$ cat config.mk
export PLATFORM = sky130hd
export DESIGN_NAME = program_sequencer
export DESIGN_NICKNAME = d
export VERILOG_FILES = /design/src/rtl/program_sequencer.sv
export SDC_FILE = /design/constraint.sdc
export NUM_CORES = 1
export LEC_CHECK = 0
export ABC_AREA = 1
export CAP_MARGIN = 20
export CORE_MARGIN = 5
export CORE_UTILIZATION = 25
export CTS_BUF_LIST = sky130_fd_sc_hd__clkbuf_2
export CTS_CLUSTER_DIAMETER = 150
export DETAILED_ROUTE_END_ITERATION = 10
export GPL_TIMING_DRIVEN = 0
export MAX_ROUTING_LAYER = met4
export PLACE_DENSITY = 0.6
export SLEW_MARGIN = 20
export SYNTH_ARGS = -nofsm -noshare
export SYNTH_HDL_FRONTEND = slang
export SYNTH_SLANG_ARGS = --single-unit
$ cat constraint.sdc
create_clock -name clk -period 1.67 [get_ports clk]
set_input_delay 0.334 -clock clk [delete_from_list [all_inputs] [get_ports clk]]
set_output_delay 0.334 -clock clk [all_outputs]
set_load 0.01 [all_outputs]
$ cat src/rtl/program_sequencer.sv
// Instruction-memory program counter with stall, jump, halt/resume and end-address stop.
// Optional return stack for call/ret is enabled by defining PC_CALL_STACK_EN.
module program_sequencer #(
  parameter int unsigned       ADDR_W      = 8,
  parameter int unsigned       STACK_DEPTH = 4,
  parameter logic [ADDR_W-1:0] RESET_ADDR  = '0,
  parameter logic [ADDR_W-1:0] END_ADDR    = '1
) (
  input  logic                             clk,
  input  logic                             rst,
  input  logic                             en,
  input  logic                             jump,
  input  logic                             call,
  input  logic                             ret,
  input  logic [ADDR_W-1:0]                target,
  input  logic                             halt_req,
  input  logic                             resume,
  output logic [ADDR_W-1:0]                pc_out,
  output logic                             stop,
  output logic                             stack_err,
  output logic [$clog2(STACK_DEPTH+1)-1:0] depth
);

  localparam int unsigned         DEPTH_W    = $clog2(STACK_DEPTH + 1);
  localparam logic [DEPTH_W-1:0]  FULL_DEPTH = DEPTH_W'(STACK_DEPTH);

  typedef enum logic [0:0] {StRun, StStopped} state_e;

  state_e              state_q, state_d;
  logic [ADDR_W-1:0]   pc_q, pc_d, pc_inc, top_entry;
  logic [DEPTH_W-1:0]  depth_q, depth_d;
  logic                err_q, err_d;
  logic                ret_req, call_req, jump_req;

  assign pc_inc = pc_q + ADDR_W'(1);

`ifdef PC_CALL_STACK_EN
  localparam int unsigned IDX_W = (STACK_DEPTH > 1) ? $clog2(STACK_DEPTH) : 1;

  // Rounded up to a power of two so the index width matches exactly.
  logic [ADDR_W-1:0] stack_q [2**IDX_W];
  logic              push;

  assign ret_req   = ret;
  assign call_req  = call;
  assign jump_req  = jump;
  assign top_entry = stack_q[IDX_W'(depth_q - DEPTH_W'(1))];
  assign push      = (state_q == StRun) && en && !halt_req && !ret && call &&
                     (depth_q != FULL_DEPTH);

  // Contents are don't-care after reset; occupancy lives in depth_q.
  always_ff @(posedge clk) begin
    if (push) begin
      stack_q[IDX_W'(depth_q)] <= pc_inc;
    end
  end
`else
  logic unused_ret;

  assign unused_ret = ret;
  assign ret_req    = 1'b0;
  assign call_req   = 1'b0;
  assign jump_req   = jump | call;
  assign top_entry  = '0;
`endif

  always_comb begin
    state_d = state_q;
    pc_d    = pc_q;
    depth_d = depth_q;
    err_d   = err_q;
    unique case (state_q)
      StRun: begin
        if (en) begin
          if (halt_req) begin
            state_d = StStopped;
          end else if (ret_req) begin
            if (depth_q != '0) begin
              pc_d    = top_entry;
              depth_d = depth_q - DEPTH_W'(1);
            end else begin
              err_d   = 1'b1;
              state_d = StStopped;
            end
          end else if (call_req) begin
            // Overflow drops the push but still redirects.
            if (depth_q != FULL_DEPTH) begin
              depth_d = depth_q + DEPTH_W'(1);
            end else begin
              err_d = 1'b1;
            end
            pc_d = target;
          end else if (jump_req) begin
            pc_d = target;
          end else if (pc_q == END_ADDR) begin
            state_d = StStopped;
          end else begin
            pc_d = pc_inc;
          end
        end
      end
      StStopped: begin
        if (resume) begin
          state_d = StRun;
          if (jump_req) begin
            pc_d = target;
          end
        end
      end
      default: state_d = StRun;
    endcase
  end

  always_ff @(posedge clk or posedge rst) begin
    if (rst) begin
      state_q <= StRun;
      pc_q    <= RESET_ADDR;
      depth_q <= '0;
      err_q   <= 1'b0;
    end else begin
      state_q <= state_d;
      pc_q    <= pc_d;
      depth_q <= depth_d;
      err_q   <= err_d;
    end
  end

  assign pc_out    = pc_q;
  assign stop      = (state_q == StStopped);
  assign depth     = depth_q;
  assign stack_err = err_q;

endmodule

==> qor.csv, run 1 <==
stage,metric,value,unit
yosys,avgSynthCellArea,6.256,µm²
worst_setup_path,critPathTopFamily,buffers and inverters,
sta,finalHoldViolations,0,
floorplan,die_area,3872,µm²
yosys,yosys-top-cells-area,"dfrtp_1 (33%), nand2_1 (26%), nand3_1 (6.6%)",
worst_setup_path,worst_setup_path_start_kind,register,
clock_tree,tritoncts,built,
placed_design,io_buffers,23,
worst_setup_path,path_max_fanout,5,
yosys,synth_warnings,0,
yosys,synth_top_cell_by_area,dfrtp_1,
run_status,status,completed,
final_layout,fin_area,983.4,µm²
grt,grt_usage,0.09279,
grt,grt_max_degree,11,
floorplan,die_h,62.23,µm
worst_setup_path,worstPathRequired,1.34,ns
routing,avgRoutedWirePerCell,9.871,µm
clock_tree,htree_levels,1,
sta,slew_violations,0,
yosys,syn-cell-area,681.9,µm²
yosys,synth_top_area_frac,0.3303,
clock_tree,cts_root_buf,clkbuf_2,
floorplan,start_util,0.2538,
clock_tree,clk_path_buf_depth,2,
sta,finalCritPeriodShare,0.9683,
sta,fin_hold_ws,0.3383,ns
placed_design,placed_cell_area,962.2,µm²
grt,antenna_found_initial,0,
min_path,min_path_type,in2async,
power_and_ir_drop,p_per_area,877.6,nW/µm²
grt,grt_pass1_vias,754,
routing,routed_wl,1.678,mm
final_layout,nNetsFinal,157,
worst_setup_path,crit_arrival,1.28,ns
routing,drt-initial-drc-count,10,
floorplan,io_pins,29,
grt,grt-ovfl-total,0,
placed_design,routabilityCongestion,0.7866,
yosys,synthCells,109,
worst_setup_path,slowest_delay,0.57,ns
worst_setup_path,endpoint_kind,output pin,
clock_tree,clock_sinks,9,
clock_tree,numCtsBuffers,3,
sta,fmax,0.6184,GHz
routing,drc,0,
yosys,synth_seq_area_share,0.3303,
clock_tree,post_cts_buffers,0,
power_and_ir_drop,power.leakage,0.5010,nW
routing,vias,734,
sta,finalSetupViolations,0,
sta,fin_crit,1.617,ns
power_and_ir_drop,power.ir.vdd_worst,0.0005334,V
worst_setup_path,crit_slowest_cell,clkdlybuf4s50_1,
routing,ant_nets,0,
grt,grt_pass1_wl,2.953,mm
floorplan,core_area,2686,µm²
routing,viasPerCell,4.318,
routing,firstDrtPassIters,4,
floorplan,die_x,62.23,µm
final_layout,diodes,0,
yosys,synth.distinct_cells,18,
final_layout,syn_to_final_growth,44.22,%
clock_tree,clk_pin_slew,0.11,ns
sta,fin_skew,0.003086,ns
final_layout,drive_gt1_frac,0.1079,
worst_setup_path,crit_buf_inv,1,
sta,grt_setup_unrepaired,no,
floorplan,rows,19,
job,drv_cap,0,
clock_tree,clk_latency,0.26,ns
yosys,yosys_register_bits,9,
worst_setup_path,crit_type,reg2out,
worst_setup_path,crit_chain,clkdlybuf4s50_1,
placed_design,dpl.hpwl,1.318,mm
[sequential cells by signal, summed over array words and instances (netlist names)]
register  cells
pc_out        8
stop          1
[layout by cell type (no fill, tap or decap), types with 2 or more instances in the layout]
| cell type | n |
|---|---|
| nand2_1 | 48 |
| nor2_1 | 10 |
| nand3_1 | 9 |
| nand2_2 | 2 |
| clkdlybuf4s50_1 | 23 |
| buf_4 | 4 |
| clkbuf_2 | 4 |
| conb_1 | 4 |
| dfrtp_1 | 8 |
| o21ai_0 | 4 |
| inv_1 | 12 |
| nand3_2 | 2 |
[cell type report]
cell class,count,area (µm²)
clock buffer,4,20.02
sequential,9,226.5
multi-input combinational,85,377.9
tap,31,38.79
timing repair buffer,23,230.2
fill,298,1703
buffer,5,41.29
inverter,13,48.80
[power breakdown]
part / leakage (nW) / internal [mW] / switching (mW)
registers: 0.111 / 0.270 / 0.0720
clock network: 0.0166 / 0.0636 / 0.0907
logic: 0.374 / 0.196 / 0.171
total: 0.501 / 0.529 / 0.334
[per-layer routing]
layer,vias up,global-route usage,part of all wire
met2,22,0.1412,0.44
met3,3,0.03063,0.058
met5,-,-,0
li1,387,-,-
met1,322,0.1086,0.49
met4,0,0.04607,0.014
[metrics by stage]
stage	setup WS [ns]	util	TNS, ns	std cells	power, mW
3_3_place_gp	-0.01396	0.3582	-0.01740	166	0.7054
3_5_place_dp	-0.01407	0.3582	-0.03360	166	0.7136
5_1_grt	0.01010	0.3661	0	170	0.9225
4_1_cts	0.03405	0.3661	0	170	0.8716
6_report	0.05297	0.3661	0	170	0.8631
2_1_floorplan	0.3208	-	0	112	0.5304
[worst paths after layout]
kind	slack (ns)	depth (start not counted)	endpoint	start
max in group asynchronous	1.03	2	pc_out[3]	rst
max reg2reg	0.20	9	pc_out[7]	pc_out[0]
min in group clk	0.56	2	pc_out[1]	pc_out[1]
min reg2reg	0.56	2	pc_out[1]	pc_out[1]
min	0.34	2	pc_out[1]	rst
max	0.05	1	pc_out[2]	pc_out[2]
[repair_timing]
action	4_1_cts	5_1_grt
hold buffers	0	0
gates resized for setup	1	0
setup endpoints to repair	1	0
[synth_stat cells (all sizes together)]
cell type	count
nand3b	1
o21ai	5
nand3	11
inv	12
conb	1
xnor2	1
buf	5
clkinv	1
ha	1
nand2	50
o21bai	1
dfrtp	9
nor2	11
[kinds of logic (layout without fill, tap and decap cells)]
group / after synthesis / after routing / share of synthesized area
AOI/OAI and AO/OA: 6 / 6 / 0.04770
xor gates and xnor gates: 1 / 1 / 0.01285
adders and majority gates: 1 / 1 / 0.01835
buffers and inverters: 18 / 45 / 0.1321
DFF: 9 / 9 / 0.3303
other: 1 / 4 / 0.005499
and+or+nand+nor: 73 / 73 / 0.4532
Note: power is estimated with default switching activity, not from simulation.
==> run 2, diff against run 1 <==
PLACE_DENSITY = 0.58   (was 0.6)
==> qor.csv, run 2 (synthesis results as in run 1) <==
stage,metric,value,unit,change
worst_setup_path,path_max_fanout,5,,unchanged
worst_setup_path,reg2reg_depth,9,,unchanged
routing,routed_wl,1.689,mm,+0.66%
final_layout,diodes,0,,unchanged
final_layout,largest_register_ffs,8,,unchanged
floorplan,io_pins,29,,unchanged
clock_tree,clk_latency,0.25,ns,about the same
clock_tree,post_cts_buffers,0,,unchanged
worst_setup_path,critPathTopFamily,buffers and inverters,,
routing,viasPerCell,4.147,,-4.0%
grt,grt-ovfl-total,0,,unchanged
sta,grt_setup_unrepaired,no,,
grt,grt_max_degree,11,,unchanged
sta,finalSetupViolations,0,,unchanged
routing,ant_nets,0,,unchanged
worst_setup_path,crit_arrival,1.28,ns,about the same
power_and_ir_drop,p_per_area,869.5,nW/µm²,-0.92%
worst_setup_path,crit_type,reg2out,,
clock_tree,clock_sinks,9,,unchanged
sta,fin_crit,1.618,ns,+0.001059 ns
placed_design,pre_cts_ws,-0.03229,ns,-0.01822 ns
final_layout,layout_commonest_cell,nand2_1,,
grt,grt_pass1_wl,3.022,mm,+2.3%
sta,fmax,0.6180,GHz,about the same
min_path,min_path_type,in2async,,
final_layout,seq_area,226.5,µm²,unchanged
routing,drc,0,,unchanged
worst_setup_path,slowest_delay,0.58,ns,about the same
floorplan,core_area,2686,µm²,unchanged
job,drv_cap,0,,unchanged
grt,antenna_found_initial,0,,unchanged
floorplan,die_h,62.23,µm,unchanged
sta,slew_violations,0,,unchanged
final_layout,nNetsFinal,157,,unchanged
final_layout,fin_util,0.3661,,unchanged
final_layout,n_fill_cell,290,,-2.7%
placed_design,io_buffers,23,,unchanged
clock_tree,clk_pin_slew,0.11,ns,about the same
clock_tree,numCtsBuffers,3,,unchanged
clock_tree,htree_levels,1,,unchanged
floorplan,die_area,3872,µm²,unchanged
floorplan,die_x,62.23,µm,unchanged
final_layout,drive_gt1_frac,0.1079,,unchanged
placed_design,dpl.hpwl,1.315,mm,-0.20%
worst_setup_path,worst_setup_path_start_kind,register,,
worst_setup_path,endpoint_kind,output pin,,
floorplan,rows,19,,unchanged
worst_setup_path,crit_slowest_cell,clkdlybuf4s50_1,,
worst_setup_path,crit_chain,clkdlybuf4s50_1,,
floorplan,start_util,0.2538,,unchanged
final_layout,syn_to_final_growth,44.22,%,unchanged
clock_tree,postCtsHoldBufs,0,,unchanged
power_and_ir_drop,power.leakage,0.5010,nW,unchanged
sta,finalHoldViolations,0,,unchanged
sta,layout_setup_ws,0.05191,ns,-0.001058 ns
placed_design,routabilityCongestion,0.7695,,-2.2%
routing,avgRoutedWirePerCell,9.935,µm,+0.66%
routing,firstDrtPassIters,4,,unchanged
grt,grt_pass1_vias,739,,-2.0%
sta,fin_skew,0.007518,ns,+0.004433 ns
clock_tree,cts_root_buf,clkbuf_2,,
final_layout,final_cell_mix,"nand2_1 (48), clkdlybuf4s50_1 (23), inv_1 (12), nor2_1 (10), nand3_1 (9)",,
routing,vias,705,,-4.0%
run_status,status,completed,,
worst_setup_path,worstPathRequired,1.34,ns,about the same
sta,finalCritPeriodShare,0.9689,,about the same
final_layout,multi_input_area,377.9,µm²,unchanged
power_and_ir_drop,power.ir.vdd_worst,0.0004267,V,-20%
worst_setup_path,crit_buf_inv,1,,unchanged
routing,drt-initial-drc-count,10,,unchanged
grt,grt_usage,0.09471,,+0.001917
power_and_ir_drop,totalPowerFinal,0.8551,mW,-0.92%
worst_setup_path,cp.depth,1,,unchanged
clock_tree,tritoncts,built,,
clock_tree,clk_path_buf_depth,2,,unchanged
==> run 2: cell counts in the layout (fill, tap and decap cells not counted) <==
Identical to the previous run, type by type.
==> run 2: final cells by class <==
type,count,area share
multi-input combinational,85,0.3842
timing repair buffer,23,0.2341
sequential,9,0.2303
inverter,13,0.04962
buffer,5,0.04198
tap,31,0.03944
clock buffer,4,0.02036
==> run 2: where the power goes <==
part	total [mW]	internal [mW]	switching [mW]	leakage (nW)
clock	0.147	0.0637	0.0837	0.0166
sequential	0.342	0.270	0.0721	0.111
combinational	0.366	0.195	0.170	0.374
total	0.855	0.529	0.326	0.501
==> run 2: through the flow <==
| stage | cell area [µm²] | setup TNS [ns] | std cells | hold WS (ns) |
|---|---|---|---|---|
| CTS | 983.4 | 0 | 170 | 0.3580 |
| global placement | 962.2 | -0.03653 | 166 | 0.5196 |
| detailed placement | 962.2 | -0.09285 | 166 | 0.5283 |
| floorplan | 693.2 | 0 | 112 | 0.1619 |
| global route | 983.4 | 0 | 170 | 0.3931 |
| finish | 983.4 | 0 | 170 | 0.3554 |
==> run 2: path summary, 6_finish.rpt <==
| kind | startpoint | end | slack (ns) |
|---|---|---|---|
| min reg2reg | pc_out[1] | pc_out[1] | 0.56 |
| min | rst | pc_out[1] | 0.36 |
| max in group asynchronous | rst | pc_out[3] | 1.00 |
| max | pc_out[2] | pc_out[2] | 0.05 |
| min in group clk | pc_out[1] | pc_out[1] | 0.56 |
| max reg2reg | pc_out[0] | pc_out[7] | 0.21 |
==> run 2: what timing repair did <==
action	CTS	global route
setup endpoints to repair	1	0
gates resized for setup	1	0
endpoints found under the hold margin	0	0
==> run 2: metal layers <==
metal,wire (µm),share of wire,global-route usage,vias up
met4,0,0,0.03794,0
li1,-,-,-,384
met5,0,0,-,-
met3,68,0.040,0.02162,0
met1,837,0.50,0.1151,300
met2,783,0.46,0.1503,21
